File: config.mk
export PLATFORM = sky130hd
export DESIGN_NAME = updown_count_ctrl
export DESIGN_NICKNAME = d
export VERILOG_FILES = /design/src/rtl/updown_count_ctrl_pkg.sv /design/src/rtl/updown_count_ctrl_btn_conditioner.sv /design/src/rtl/updown_count_ctrl.sv
export SDC_FILE = /design/constraint.sdc
export NUM_CORES = 1
export LEC_CHECK = 0
export CORE_MARGIN = 2
export CORE_UTILIZATION = 45
export DETAILED_ROUTE_END_ITERATION = 6
export PLACE_DENSITY_LB_ADDON = 0.3
export SKIP_CTS_REPAIR_TIMING = 1
export SLEW_MARGIN = 10
export SYNTH_ARGS = -nofsm -noshare
export SYNTH_HDL_FRONTEND = slang
export SYNTH_SLANG_ARGS = --single-unit
File: constraint.sdc
create_clock -name clk -period 5.95 [get_ports clk]
set_input_delay 1.4875 -clock clk [delete_from_list [all_inputs] [get_ports clk]]
set_output_delay 1.4875 -clock clk [all_outputs]
set_load 0.005 [all_outputs]
File: src/rtl/updown_count_ctrl_pkg.sv
// updown_count_ctrl_pkg: channel FSM encodings and timer sizing helper for updown_count_ctrl
package updown_count_ctrl_pkg;
  typedef logic [1:0] btn_state_t;
  localparam logic [1:0] ST_IDLE   = 2'd0;
  localparam logic [1:0] ST_PRESS  = 2'd1;
  localparam logic [1:0] ST_HOLD   = 2'd2;
  localparam logic [1:0] ST_REPEAT = 2'd3;
  // Bits needed for a counter running 0..n-1, never less than one.
  function automatic int cnt_w(input int n);
    return (n > 1) ? $clog2(n) : 1;
  endfunction
endpackage

File: src/rtl/updown_count_ctrl_btn_conditioner.sv
// updown_count_ctrl_btn_conditioner: sync, debounce and press/auto-repeat sequencing for one button
//  clk          in   system clock
//  rst_n        in   asynchronous active-low reset
//  i_btn        in   raw asynchronous button level, active-high
//  o_step_req   out  registered 1-cycle step request
module updown_count_ctrl_btn_conditioner
  import updown_count_ctrl_pkg::*;
#(
  parameter int DEBOUNCE_CYCLES = 120000,
  parameter int REPEAT_DELAY    = 6000000,
  parameter int REPEAT_PERIOD   = 1200000
) (
  input  logic clk,
  input  logic rst_n,
  input  logic i_btn,
  output logic o_step_req
);
  localparam int DW   = cnt_w(DEBOUNCE_CYCLES);
  localparam int TMAX = (REPEAT_DELAY > REPEAT_PERIOD) ? REPEAT_DELAY : REPEAT_PERIOD;
  localparam int TW   = cnt_w(TMAX);
  localparam logic [DW-1:0] DEB_LAST = DW'(DEBOUNCE_CYCLES - 1);
  localparam logic [TW-1:0] DLY_LAST = TW'(REPEAT_DELAY - 1);
  localparam logic [TW-1:0] PER_LAST = TW'(REPEAT_PERIOD - 1);
  logic [1:0]    r_sync;
  logic          r_deb;
  logic [DW-1:0] r_deb_cnt;
  btn_state_t    r_state, w_state_nx;
  logic [TW-1:0] r_tmr, w_tmr_nx;
  logic          r_step_req, w_step_nx;
  logic          w_differ, w_deb_flip;
  assign w_differ   = r_sync[1] != r_deb;
  assign w_deb_flip = w_differ && r_deb_cnt == DEB_LAST;
  // Any agreeing cycle restarts the stability count, so only an unbroken run flips the level.
  always_ff @(posedge clk or negedge rst_n)
    if (!rst_n) begin
      r_sync    <= '0;
      r_deb     <= 1'b0;
      r_deb_cnt <= '0;
    end else begin
      r_sync    <= {r_sync[0], i_btn};
      r_deb_cnt <= (!w_differ || w_deb_flip) ? '0 : r_deb_cnt + 1'b1;
      r_deb     <= w_deb_flip ? r_sync[1] : r_deb;
    end
  // A debounced low returns to IDLE from anywhere; the IDLE->PRESS transition itself issues the
  // press step so the request is registered one edge after the level is accepted.
  always_comb begin
    w_state_nx = r_state;
    w_tmr_nx   = '0;
    w_step_nx  = 1'b0;
    if (!r_deb) w_state_nx = ST_IDLE;
    else
      case (r_state)
        ST_IDLE: begin
          w_state_nx = ST_PRESS;
          w_step_nx  = 1'b1;
        end
        ST_PRESS: w_state_nx = ST_HOLD;
        ST_HOLD:
          if (REPEAT_DELAY != 0) begin
            w_state_nx = (r_tmr == DLY_LAST) ? ST_REPEAT : ST_HOLD;
            w_tmr_nx   = (r_tmr == DLY_LAST) ? '0 : r_tmr + 1'b1;
          end
        default: begin
          w_step_nx = r_tmr == PER_LAST;
          w_tmr_nx  = w_step_nx ? '0 : r_tmr + 1'b1;
        end
      endcase
  end
  always_ff @(posedge clk or negedge rst_n)
    if (!rst_n) begin
      r_state    <= ST_IDLE;
      r_tmr      <= '0;
      r_step_req <= 1'b0;
    end else begin
      r_state    <= w_state_nx;
      r_tmr      <= w_tmr_nx;
      r_step_req <= w_step_nx;
    end
  assign o_step_req = r_step_req;
endmodule

File: src/rtl/updown_count_ctrl.sv
// updown_count_ctrl: debounced up/down button arbiter owning a saturating or wrapping counter
//  clk          in   system clock
//  rst_n        in   asynchronous active-low reset
//  i_inc_btn    in   raw increment button, async, active-high
//  i_dec_btn    in   raw decrement button, async, active-high
//  i_clr        in   synchronous clear, count is 0 after the next edge
//  o_count      out  current count
//  o_at_max     out  count == MAX_COUNT
//  o_at_min     out  count == 0
//  o_step_inc   out  increment step issued this cycle
//  o_step_dec   out  decrement step issued this cycle
//  o_wrapped    out  count wrapped this cycle (WRAP=1 only)
module updown_count_ctrl
  import updown_count_ctrl_pkg::*;
#(
  parameter int WIDTH           = 10,
  parameter int MAX_COUNT       = 1023,
  parameter int WRAP            = 0,
  parameter int DEBOUNCE_CYCLES = 120000,
  parameter int REPEAT_DELAY    = 6000000,
  parameter int REPEAT_PERIOD   = 1200000
) (
  input  logic             clk,
  input  logic             rst_n,
  input  logic             i_inc_btn,
  input  logic             i_dec_btn,
  input  logic             i_clr,
  output logic [WIDTH-1:0] o_count,
  output logic             o_at_max,
  output logic             o_at_min,
  output logic             o_step_inc,
  output logic             o_step_dec,
  output logic             o_wrapped
);
  localparam logic [WIDTH-1:0] MAX_V = WIDTH'(MAX_COUNT);
  localparam logic             WRAP_EN = WRAP != 0;
  if (MAX_COUNT < 1 || longint'(MAX_COUNT) >= (longint'(1) << WIDTH)) begin : g_max_check
    $error("MAX_COUNT must lie in 1..2**WIDTH-1");
  end
  logic             w_inc_req, w_dec_req;
  logic [WIDTH-1:0] r_count, w_count_nx;
  updown_count_ctrl_btn_conditioner #(
    .DEBOUNCE_CYCLES(DEBOUNCE_CYCLES),
    .REPEAT_DELAY   (REPEAT_DELAY),
    .REPEAT_PERIOD  (REPEAT_PERIOD)
  ) u_inc (
    .clk       (clk),
    .rst_n     (rst_n),
    .i_btn     (i_inc_btn),
    .o_step_req(w_inc_req)
  );
  updown_count_ctrl_btn_conditioner #(
    .DEBOUNCE_CYCLES(DEBOUNCE_CYCLES),
    .REPEAT_DELAY   (REPEAT_DELAY),
    .REPEAT_PERIOD  (REPEAT_PERIOD)
  ) u_dec (
    .clk       (clk),
    .rst_n     (rst_n),
    .i_btn     (i_dec_btn),
    .o_step_req(w_dec_req)
  );
  // Coincident requests cancel each other; clear wins over any step in its cycle.
  assign o_step_inc = w_inc_req & ~w_dec_req & ~i_clr;
  assign o_step_dec = w_dec_req & ~w_inc_req & ~i_clr;
  assign o_at_max   = r_count == MAX_V;
  assign o_at_min   = r_count == '0;
  assign o_wrapped  = WRAP_EN & ((o_step_inc & o_at_max) | (o_step_dec & o_at_min));
  always_comb
    w_count_nx = i_clr      ? '0 :
                 o_step_inc ? (o_at_max ? (WRAP_EN ? '0 : r_count) : r_count + 1'b1) :
                 o_step_dec ? (o_at_min ? (WRAP_EN ? MAX_V : r_count) : r_count - 1'b1) :
                 r_count;
  always_ff @(posedge clk or negedge rst_n)
    if (!rst_n) r_count <= '0;
    else r_count <= w_count_nx;
  assign o_count = r_count;
endmodule

==> results by group, run 1 <==
Clock tree
  – H-tree depth: 3
  – Root Driver: clkbuf_16
  – Num CTS Buffers: 9
  – Worst-Skew Late Latency: 350 ps
  – Clock Sink Count: 102
  – Clock buffer depth: 2
  – Clock transition at the registers of the reported paths: 70 ps
  – CTS tree: yes

Worst setup path
  – Critical path's largest stage delay: 650 ps
  – CP bufs+invs: 2
  – Cell Chain, Critical Path: clkdlybuf4s50_1 -> nor2_1 -> clkdlybuf4s50_1
  – Family with the most delay on the worst path: buffers and inverters
  – Worst Path Required: 4460 ps
  – CP startpoint kind: input port
  – CP Capture Type: primary output
  – Setup CP Type: in2out
  – CP max stage cell: clkdlybuf4s50_1
  – Most common cell on crit path: clkdlybuf4s50_1
  – Worst path arrival time: 2900 ps
  – Crit Path Max Fanout: 13

Yosys
  – Sequential share of the synthesized area: 48.3%
  – Post-synthesis average cell area: 9.79 um2
  – Unique masters post-synth: 47
  – Top cells by area, synth: dfrtp_1 48%, nor2_1 8.3%, xor2_1 7.6%, xnor2_1 6.1%, ha_1 4.7%
  – Prevailing post-synth register cell: dfrtp_1
  – Post-synth EDFFs: 0
  – Syn Nets: 566
  – Yosys top cell by area: dfrtp_1
  – Ys async rst share: 100%
  – Number of synthesis warnings: 0
  – #FFs+latches synth: 102
  – Cell area after synthesis: 0.00529 mm2
  – Post-synth top area share: 48.3%
  – Gate count after technology mapping: 540

Timing
  – Clock skew: 5.54 ps
  – Fin crit share: 73.7%
  – Final min period: 4390 ps
  – Fin. max-slew vios: 0
  – Post-route setup slack: 1560 ps
  – Worst-Margin Slew: 846 ps
  – RSZ-0062 raised after global routing: no
  – Final setup viols: 0
  – Setup TNS: 0 ps
  – Final Hold Fails: 0
  – Worst relative slew slack: 43.4%
  – Peak Freq: 228 MHz

Min path
  – Hold Path Class: reg2reg

Route
  – DR iter-0 viols: 192
  – Vias: 3733
  – Final antenna-violating net count: 0
  – 1st-pass router iterations: 4
  – Post-Route WL: 9.30 mm
  – Remaining DRCs: 0
  – Routed WL per cell: 13.2 um
  – Number of vias per cell: 5.28

Die
  – Core area: 0.0114 mm2
  – I/O pin cnt: 20
  – Die X: 112 um
  – Number of cell rows: 39
  – Starting Density: 46.3%
  – Die height: 112 um
  – Die footprint: 0.0126 mm2

Place
  – Gpl congestion: 0.881
  – DP HPWL: 6.39 mm
  – DP Worst Slack: 1590 ps
  – PortBufs: 18

Pwr
  – Power per cell area: 235 mW/mm2
  – Static Leakage: 0.00251 uW
  – Peak VDD IR: 0.149 mV

Global routing
  – Largest net degree at the start of global routing: 64
  – Antenna violations before repair: 0
  – Total grt overflow: 0
  – First-pass GRT wire length: 16.9 mm
  – GRT Util Overall: 16.3%
  – Number of global-route vias before repair: 3745

Outcome
  – Status: completed

Finish
  – Share of layout cells above drive strength 1: 4.61%
  – Layout area overhead: 12.2%
  – Ant. Diodes: 0
  – Fillers: 1054
  – Final net count: 586

Job
  – Max_cap viols: 0
state kept, by name, summed over array words and instances (netlist names):
name              flops
u_dec.r_deb           1
u_inc.r_deb_cnt      17
u_inc.o_step_req      1
u_inc.r_tmr          23
u_inc.r_deb           1
u_dec.r_deb_cnt      17
o_count              10
u_dec.r_tmr          23
u_dec.o_step_req      1
u_inc.r_sync          2
u_inc.r_state         2
u_dec.r_sync          2
u_dec.r_state         2
cell type report:
cell class	count	area [um2]	area share, %
repair buffers	20	193	3.25
well taps	143	179	3.02
flip-flops and latches	102	2550	43.0
multi-input cells	413	2620	44.1
inverters	14	52.6	0.886
clock inverters	5	108	1.81
clock buffers	10	229	3.86
logic make-up (layout without fill, tap and decap cells):
group / after synthesis / after routing / synth area share (%)
AO/OA/AOI/OAI: 25 / 25 / 3.43
other: 1 / 1 / 0.0710
XOR/XNOR: 83 / 83 / 13.8
adder cells (fa/ha/maj): 21 / 21 / 5.11
flip-flops: 102 / 102 / 48.3
buffers and inverters: 25 / 49 / 2.20
AND/OR/NAND/NOR: 272 / 272 / 25.0
multiplexers: 11 / 11 / 2.13
final timing paths:
check                      slack [ps]  cells after the start                       endpoint                  startpoint
max                              1560                      3                     o_step_inc                       i_clr
min                               350                      0      u_dec.r_sync[1]$_DFF_PN0_   u_dec.r_sync[0]$_DFF_PN0_
max reg2reg                      3390                     10         o_count[8]$_DFFE_PN0P_  u_dec.o_step_req$_DFF_PN0_
min reg2reg                       350                      0      u_dec.r_sync[1]$_DFF_PN0_   u_dec.r_sync[0]$_DFF_PN0_
max in group asynchronous        3680                      2         o_count[5]$_DFFE_PN0P_                       rst_n
min in group asynchronous        1110                      1  u_inc.r_deb_cnt[14]$_DFF_PN0_                       rst_n
Yosys cell counts (all sizes together), types with 2 or more instances:
master	n
buf	6
o211ai	3
nor2	118
dfrtp	102
or2	3
xnor2	37
mux2i	9
and4	7
nand4	13
or4	4
xor2	46
nor3b	3
a21oi	7
inv	14
o21ai	2
mux2	2
ha	20
nor2b	5
nand2	29
nor3	8
and2	4
nor4bb	2
a21boi	2
nor4	8
nand3	43
a211oi	2
and3	16
nand2b	5
a21o	3
clkbuf	5
routing by layer:
layer  wire (um)  vias to the layer above  share of wire, %  global-route usage (%)
li1            -                     1871                 -                       -
met1        4410                     1801                47                    20.5
met2        4490                       47                48                    27.6
met3         237                       14               2.5                    4.16
met4         162                        0               1.7                    5.69
met5           0                        -                 0                       0
metrics by stage:
step	utilization [%]	area (um2)	std cells	hold WS, ps	total power, uW
CTS	51.9	5930	707	353	1410
global route	51.9	5930	707	357	1450
detailed placement	49.0	5590	692	338	744
finish	51.9	5930	707	355	1400
floorplan	-	5290	540	331	725
global placement	49.0	5590	692	336	743
power by group:
group / internal, uW / switching [uW] / total [uW]
Clock: 411 / 255 / 666
Sequential: 698 / 4.10 / 702
Combinational: 6.78 / 20.9 / 27.7
Total: 1120 / 280 / 1400
cells in the final DEF, fill, tap and decap left out, types with 3 or more instances in the layout:
master / Yosys / final
nor3_1: 8 / 8
mux2i_1: 9 / 9
nand2b_1: 5 / 5
bufinv_16: 0 / 3
nand2_1: 29 / 29
nor4_1: 7 / 7
a21o_1: 3 / 3
ha_1: 20 / 20
and3_1: 16 / 16
xor2_1: 46 / 46
a21oi_1: 7 / 7
nor2_1: 117 / 117
buf_4: 1 / 3
dfrtp_1: 102 / 102
nand4_1: 13 / 13
inv_1: 14 / 14
nor2b_1: 5 / 5
and4_1: 7 / 7
nor3b_1: 3 / 3
or2_2: 3 / 3
and2_1: 4 / 4
clkdlybuf4s50_1: 0 / 17
nand3_1: 43 / 43
or4_1: 4 / 4
xnor2_1: 37 / 37
clkbuf_16: 0 / 9
Note: power is estimated with default switching activity, not from simulation.
==> run 2: changes to the inputs <==
==> constraint.sdc (replaced) <==
create_clock -name clk -period 4.2 [get_ports clk]
set_input_delay 1.05 -clock clk [delete_from_list [all_inputs] [get_ports clk]]
set_output_delay 1.05 -clock clk [all_outputs]
set_load 0.005 [all_outputs]
==> results by group, run 2 (synthesized netlist as in run 1, its figures left out) <==
Global routing
  – Number of global-route vias before repair: 3735
  – Total grt overflow: 0
  – Largest net degree at the start of global routing: 81
  – First-pass GRT wire length: 16.7 mm
  – Antenna violations before repair: 0
  – GRT Util Overall: 16.1%

Pwr
  – Internal: 1530 uW
  – Switching part of the total: 20.2%
  – Comb pwr share: 2.1%
  – Power per cell area: 324 mW/mm2
  – Sequential share of power: 51.9%
  – Peak VDD IR: 0.166 mV
  – Static Leakage: 0.00250 uW
  – Sw power: 386 uW
  – Clock share of power: 46.0%

Die
  – Die X: 112 um
  – Die footprint: 0.0126 mm2
  – Number of cell rows: 39
  – Starting Density: 46.3%
  – I/O pin cnt: 20
  – Die height: 112 um
  – Core area: 0.0114 mm2

Clock tree
  – Root Driver: clkbuf_16
  – Clock buffer depth: 2
  – Num CTS Buffers: 9
  – Clock Sink Count: 102
  – CTS tree: yes
  – H-tree depth: 3
  – Worst-Skew Late Latency: 350 ps
  – Clock transition at the registers of the reported paths: 60 ps

Job
  – Max_cap viols: 0

Place
  – Placed insts: 693
  – PortBufs: 18
  – Gpl congestion: 0.830
  – DP HPWL: 6.44 mm
  – Placed Area: 0.00560 mm2

Timing
  – Final Hold Fails: 0
  – Clock skew: 8.96 ps
  – Worst-Margin Slew: 997 ps
  – Final min period: 3340 ps
  – RSZ-0062 raised after global routing: no
  – Setup TNS: 0 ps
  – Fin crit share: 79.5%
  – Fin. max-slew vios: 0
  – Final setup viols: 0
  – Worst relative slew slack: 33.6%
  – Peak Freq: 300 MHz

Finish
  – Layout area overhead: 11.9%
  – Fin cells: 707
  – Share of layout cells above drive strength 1: 4.79%
  – Ant. Diodes: 0
  – Commonest cells after routing, fill and taps aside: 117 x nor2_1, 102 x dfrtp_1, 46 x xor2_1
  – Final net count: 587
  – Largest registers: u_dec.r_tmr: 23 flops, u_inc.r_tmr: 23 flops
  – Util after Layout: 51.8%
  – Post-route cell area: 0.00591 mm2
  – Commonest non-fill, non-tap cell in the layout: nor2_1

Route
  – Vias: 3763
  – Routed WL per cell: 13.2 um
  – Final antenna-violating net count: 0
  – Post-Route WL: 9.37 mm
  – 1st-pass router iterations: 5
  – Remaining DRCs: 0
  – DR iter-0 viols: 181
  – Number of vias per cell: 5.32

Worst setup path
  – Most common cell on crit path: clkdlybuf4s50_1
  – CP Capture Type: primary output
  – Critical path's largest stage delay: 510 ps
  – CP startpoint kind: input port
  – Worst Path Required: 3150 ps
  – Crit Path Max Fanout: 12
  – CP max stage cell: clkdlybuf4s50_1
  – Cell Chain, Critical Path: clkdlybuf4s50_1 -> buf_4 -> nor2_1 -> clkdlybuf4s50_1
  – Setup CP Type: in2out
  – Worst path arrival time: 2290 ps
  – Reg2reg setup slack: 1650 ps

Min path
  – Hold Path Class: reg2reg

Outcome
  – Status: completed
## run 2: through the flow
step | setup slack, ps | hold slack, ps | power [uW]
after floorplan | 1310 | 331 | 1030
after global placement | 761 | 334 | 1050
after detailed placement | 708 | 340 | 1060
after CTS | 849 | 351 | 1940
after global routing | 807 | 360 | 1990
final | 862 | 351 | 1920
## run 2: per-layer routing
| layer | track usage [%] | share of wire (%) | up-vias |
|---|---|---|---|
| met1 | 20.5 | 46 | 1831 |
| met5 | 0 | 0 | - |
| met2 | 26.3 | 49 | 51 |
| met4 | 8.29 | 2.6 | 0 |
| met3 | 2.97 | 2.4 | 17 |
| li1 | - | - | 1864 |
## run 2: power groups by stage
stage,clock network (uW),logic [uW],registers [uW]
after floorplan,0,16.0,1010
after global placement,0,41.1,1010
after detailed placement,0,42.2,1010
after CTS,905,42.4,994
after global routing,943,47.4,994
final,881,40.3,994
## run 2: final cells by class
type / instances / area [um2]
clock buffer: 10 / 239
sequential: 102 / 2550
timing repair buffer: 21 / 200
tap: 143 / 179
clock inverter: 4 / 72.6
inverter: 14 / 52.6
multi-input combinational: 413 / 2620
fill: 1060 / 5510
## run 2: worst max-delay path: cells and delay by family
family	cells	cell delay, ps
buf+inv	3	1120
simple gates	1	120
## run 2: final timing paths
path / startpoint / endpoint / cells after the start
setup / recovery: i_clr / o_step_dec / 4
hold / removal: u_dec.r_sync[0]$_DFF_PN0_ / u_dec.r_sync[1]$_DFF_PN0_ / 0
setup reg to reg: u_dec.o_step_req$_DFF_PN0_ / o_count[9]$_DFFE_PN0P_ / 10
hold reg to reg: u_dec.r_sync[0]$_DFF_PN0_ / u_dec.r_sync[1]$_DFF_PN0_ / 0
max in group asynchronous: rst_n / u_inc.r_tmr[0]$_DFF_PN0_ / 2
min in group asynchronous: rst_n / u_inc.r_deb_cnt[0]$_DFF_PN0_ / 1
==> run 3: changes to the inputs <==
==> constraint.sdc (replaced) <==
create_clock -name clk -period 3.1 [get_ports clk]
set_input_delay 0.775 -clock clk [delete_from_list [all_inputs] [get_ports clk]]
set_output_delay 0.775 -clock clk [all_outputs]
set_load 0.005 [all_outputs]
==> results by group, run 3 (synthesized netlist as in run 1, its figures left out) <==
Outcome
  – Status: completed

Timing
  – Peak Freq: 333 MHz
  – Final setup viols: 0
  – Final Hold Fails: 0
  – RSZ-0062 raised after global routing: no
  – Clock skew: 5.42 ps
  – Hold slack: 357 ps
  – Worst-Margin Slew: 787 ps
  – Fin. max-slew vios: 0
  – Final min period: 3000 ps
  – Setup TNS: 0 ps
  – Worst relative slew slack: 47.1%
  – Fin crit share: 96.7%

Pwr
  – Sw power: 537 uW
  – Static Leakage: 0.00255 uW
  – Sequential share of power: 51.8%
  – Power per cell area: 433 mW/mm2
  – Overall power: 2600 uW
  – Switching part of the total: 20.7%
  – Internal: 2060 uW
  – Peak VDD IR: 0.284 mV
  – Clock share of power: 46.0%
  – Comb pwr share: 2.2%

Clock tree
  – Num CTS Buffers: 9
  – Clock buffer depth: 2
  – Worst-Skew Late Latency: 350 ps
  – Root Driver: clkbuf_16
  – CTS tree: yes
  – Clock Sink Count: 102
  – Clock transition at the registers of the reported paths: 70 ps
  – H-tree depth: 3

Global routing
  – Number of global-route vias before repair: 3809
  – GRT Util Overall: 16.1%
  – Antenna violations before repair: 0
  – First-pass GRT wire length: 16.9 mm
  – Largest net degree at the start of global routing: 53
  – Total grt overflow: 0

Die
  – Number of cell rows: 39
  – Die X: 112 um
  – Starting Density: 46.3%
  – Core area: 0.0114 mm2
  – Die height: 112 um
  – Die footprint: 0.0126 mm2
  – I/O pin cnt: 20

Place
  – Gpl congestion: 0.847
  – PortBufs: 18
  – Placed Area: 0.00569 mm2
  – DP HPWL: 6.46 mm

Worst setup path
  – Crit Path Max Fanout: 5
  – Worst Path Required: 2320 ps
  – Critical path's largest stage delay: 570 ps
  – Cell Chain, Critical Path: or4_1 -> nor4_2 -> clkdlybuf4s50_1
  – CP Capture Type: primary output
  – Setup CP Type: reg2out
  – Worst path arrival time: 2220 ps
  – CP startpoint kind: register
  – CP max stage cell: or4_1

Route
  – 1st-pass router iterations: 4
  – Final antenna-violating net count: 0
  – Remaining DRCs: 0
  – Post-Route WL: 9.36 mm
  – Routed WL per cell: 13.0 um
  – DR iter-0 viols: 160
  – Number of vias per cell: 5.23
  – Vias: 3760

Finish
  – Post-route cell area: 0.00600 mm2
  – Fillers: 1052
  – Ant. Diodes: 0
  – Share of layout cells above drive strength 1: 6.60%
  – Layout area overhead: 13.6%
  – Final net count: 597
  – Commonest cells after routing, fill and taps aside: 117 x nor2_1, 102 x dfrtp_1, 46 x xor2_1
  – Largest registers: u_dec.r_tmr: 23 flops, u_inc.r_tmr: 23 flops
  – Commonest non-fill, non-tap cell in the layout: nor2_1

Job
  – Max_cap viols: 0

Min path
  – Hold Path Class: reg2reg
run 3: final timing paths:
check | startpoint | to | slack (ps) | cells after the start
max | o_count[3]$_DFFE_PN0P_ | o_at_min | 100 | 3
min | u_dec.r_sync[0]$_DFF_PN0_ | u_dec.r_sync[1]$_DFF_PN0_ | 360 | 0
max reg2reg | u_dec.o_step_req$_DFF_PN0_ | o_count[9]$_DFFE_PN0P_ | 640 | 10
min reg2reg | u_dec.r_sync[0]$_DFF_PN0_ | u_dec.r_sync[1]$_DFF_PN0_ | 360 | 0
max in group asynchronous | rst_n | u_inc.r_deb_cnt[14]$_DFF_PN0_ | 1940 | 2
min in group asynchronous | rst_n | u_dec.r_deb_cnt[8]$_DFF_PN0_ | 450 | 1
run 3: final cells by class:
| type | instances | area (um2) | share of cell area, % |
|---|---|---|---|
| multi-input cells | 413 | 2620 | 43.6 |
| repair buffers | 31 | 288 | 4.79 |
| well taps | 143 | 179 | 2.98 |
| inverters | 14 | 52.6 | 0.875 |
| clock inverters | 6 | 86.3 | 1.44 |
| clock buffers | 10 | 229 | 3.81 |
| flip-flops and latches | 102 | 2550 | 42.5 |
run 3: per-stage QoR:
step | utilization [%] | setup WS, ps | std cells
after floorplan | - | 488 | 540
after global placement | 49.8 | -0.418 | 703
after detailed placement | 49.8 | -28.5 | 703
after CTS | 52.6 | 84.2 | 719
after global routing | 52.6 | 38.2 | 719
final | 52.6 | 101 | 719
run 3: power groups by stage:
stage,sequential (uW),clock [uW],combinational [uW]
after floorplan,1370,0,21.6
after global placement,1370,0,58.0
after detailed placement,1370,0,59.5
after CTS,1350,1230,60.1
after global routing,1350,1280,67.3
final,1350,1190,56.6
run 3: metal layers:
metal	vias up	track usage, %	part of all wire [%]
met2	39	26.5	48
met3	21	3.02	2.1
met5	-	0	0
met1	1816	20.7	47
met4	0	7.80	2.6
li1	1884	-	-
run 3: critical path: cells and delay by family, from the launching register on:
kind	cells	cell delay, ps
flip-flops	1	430
AND/OR/NAND/NOR	2	890
buffers and inverters	1	560
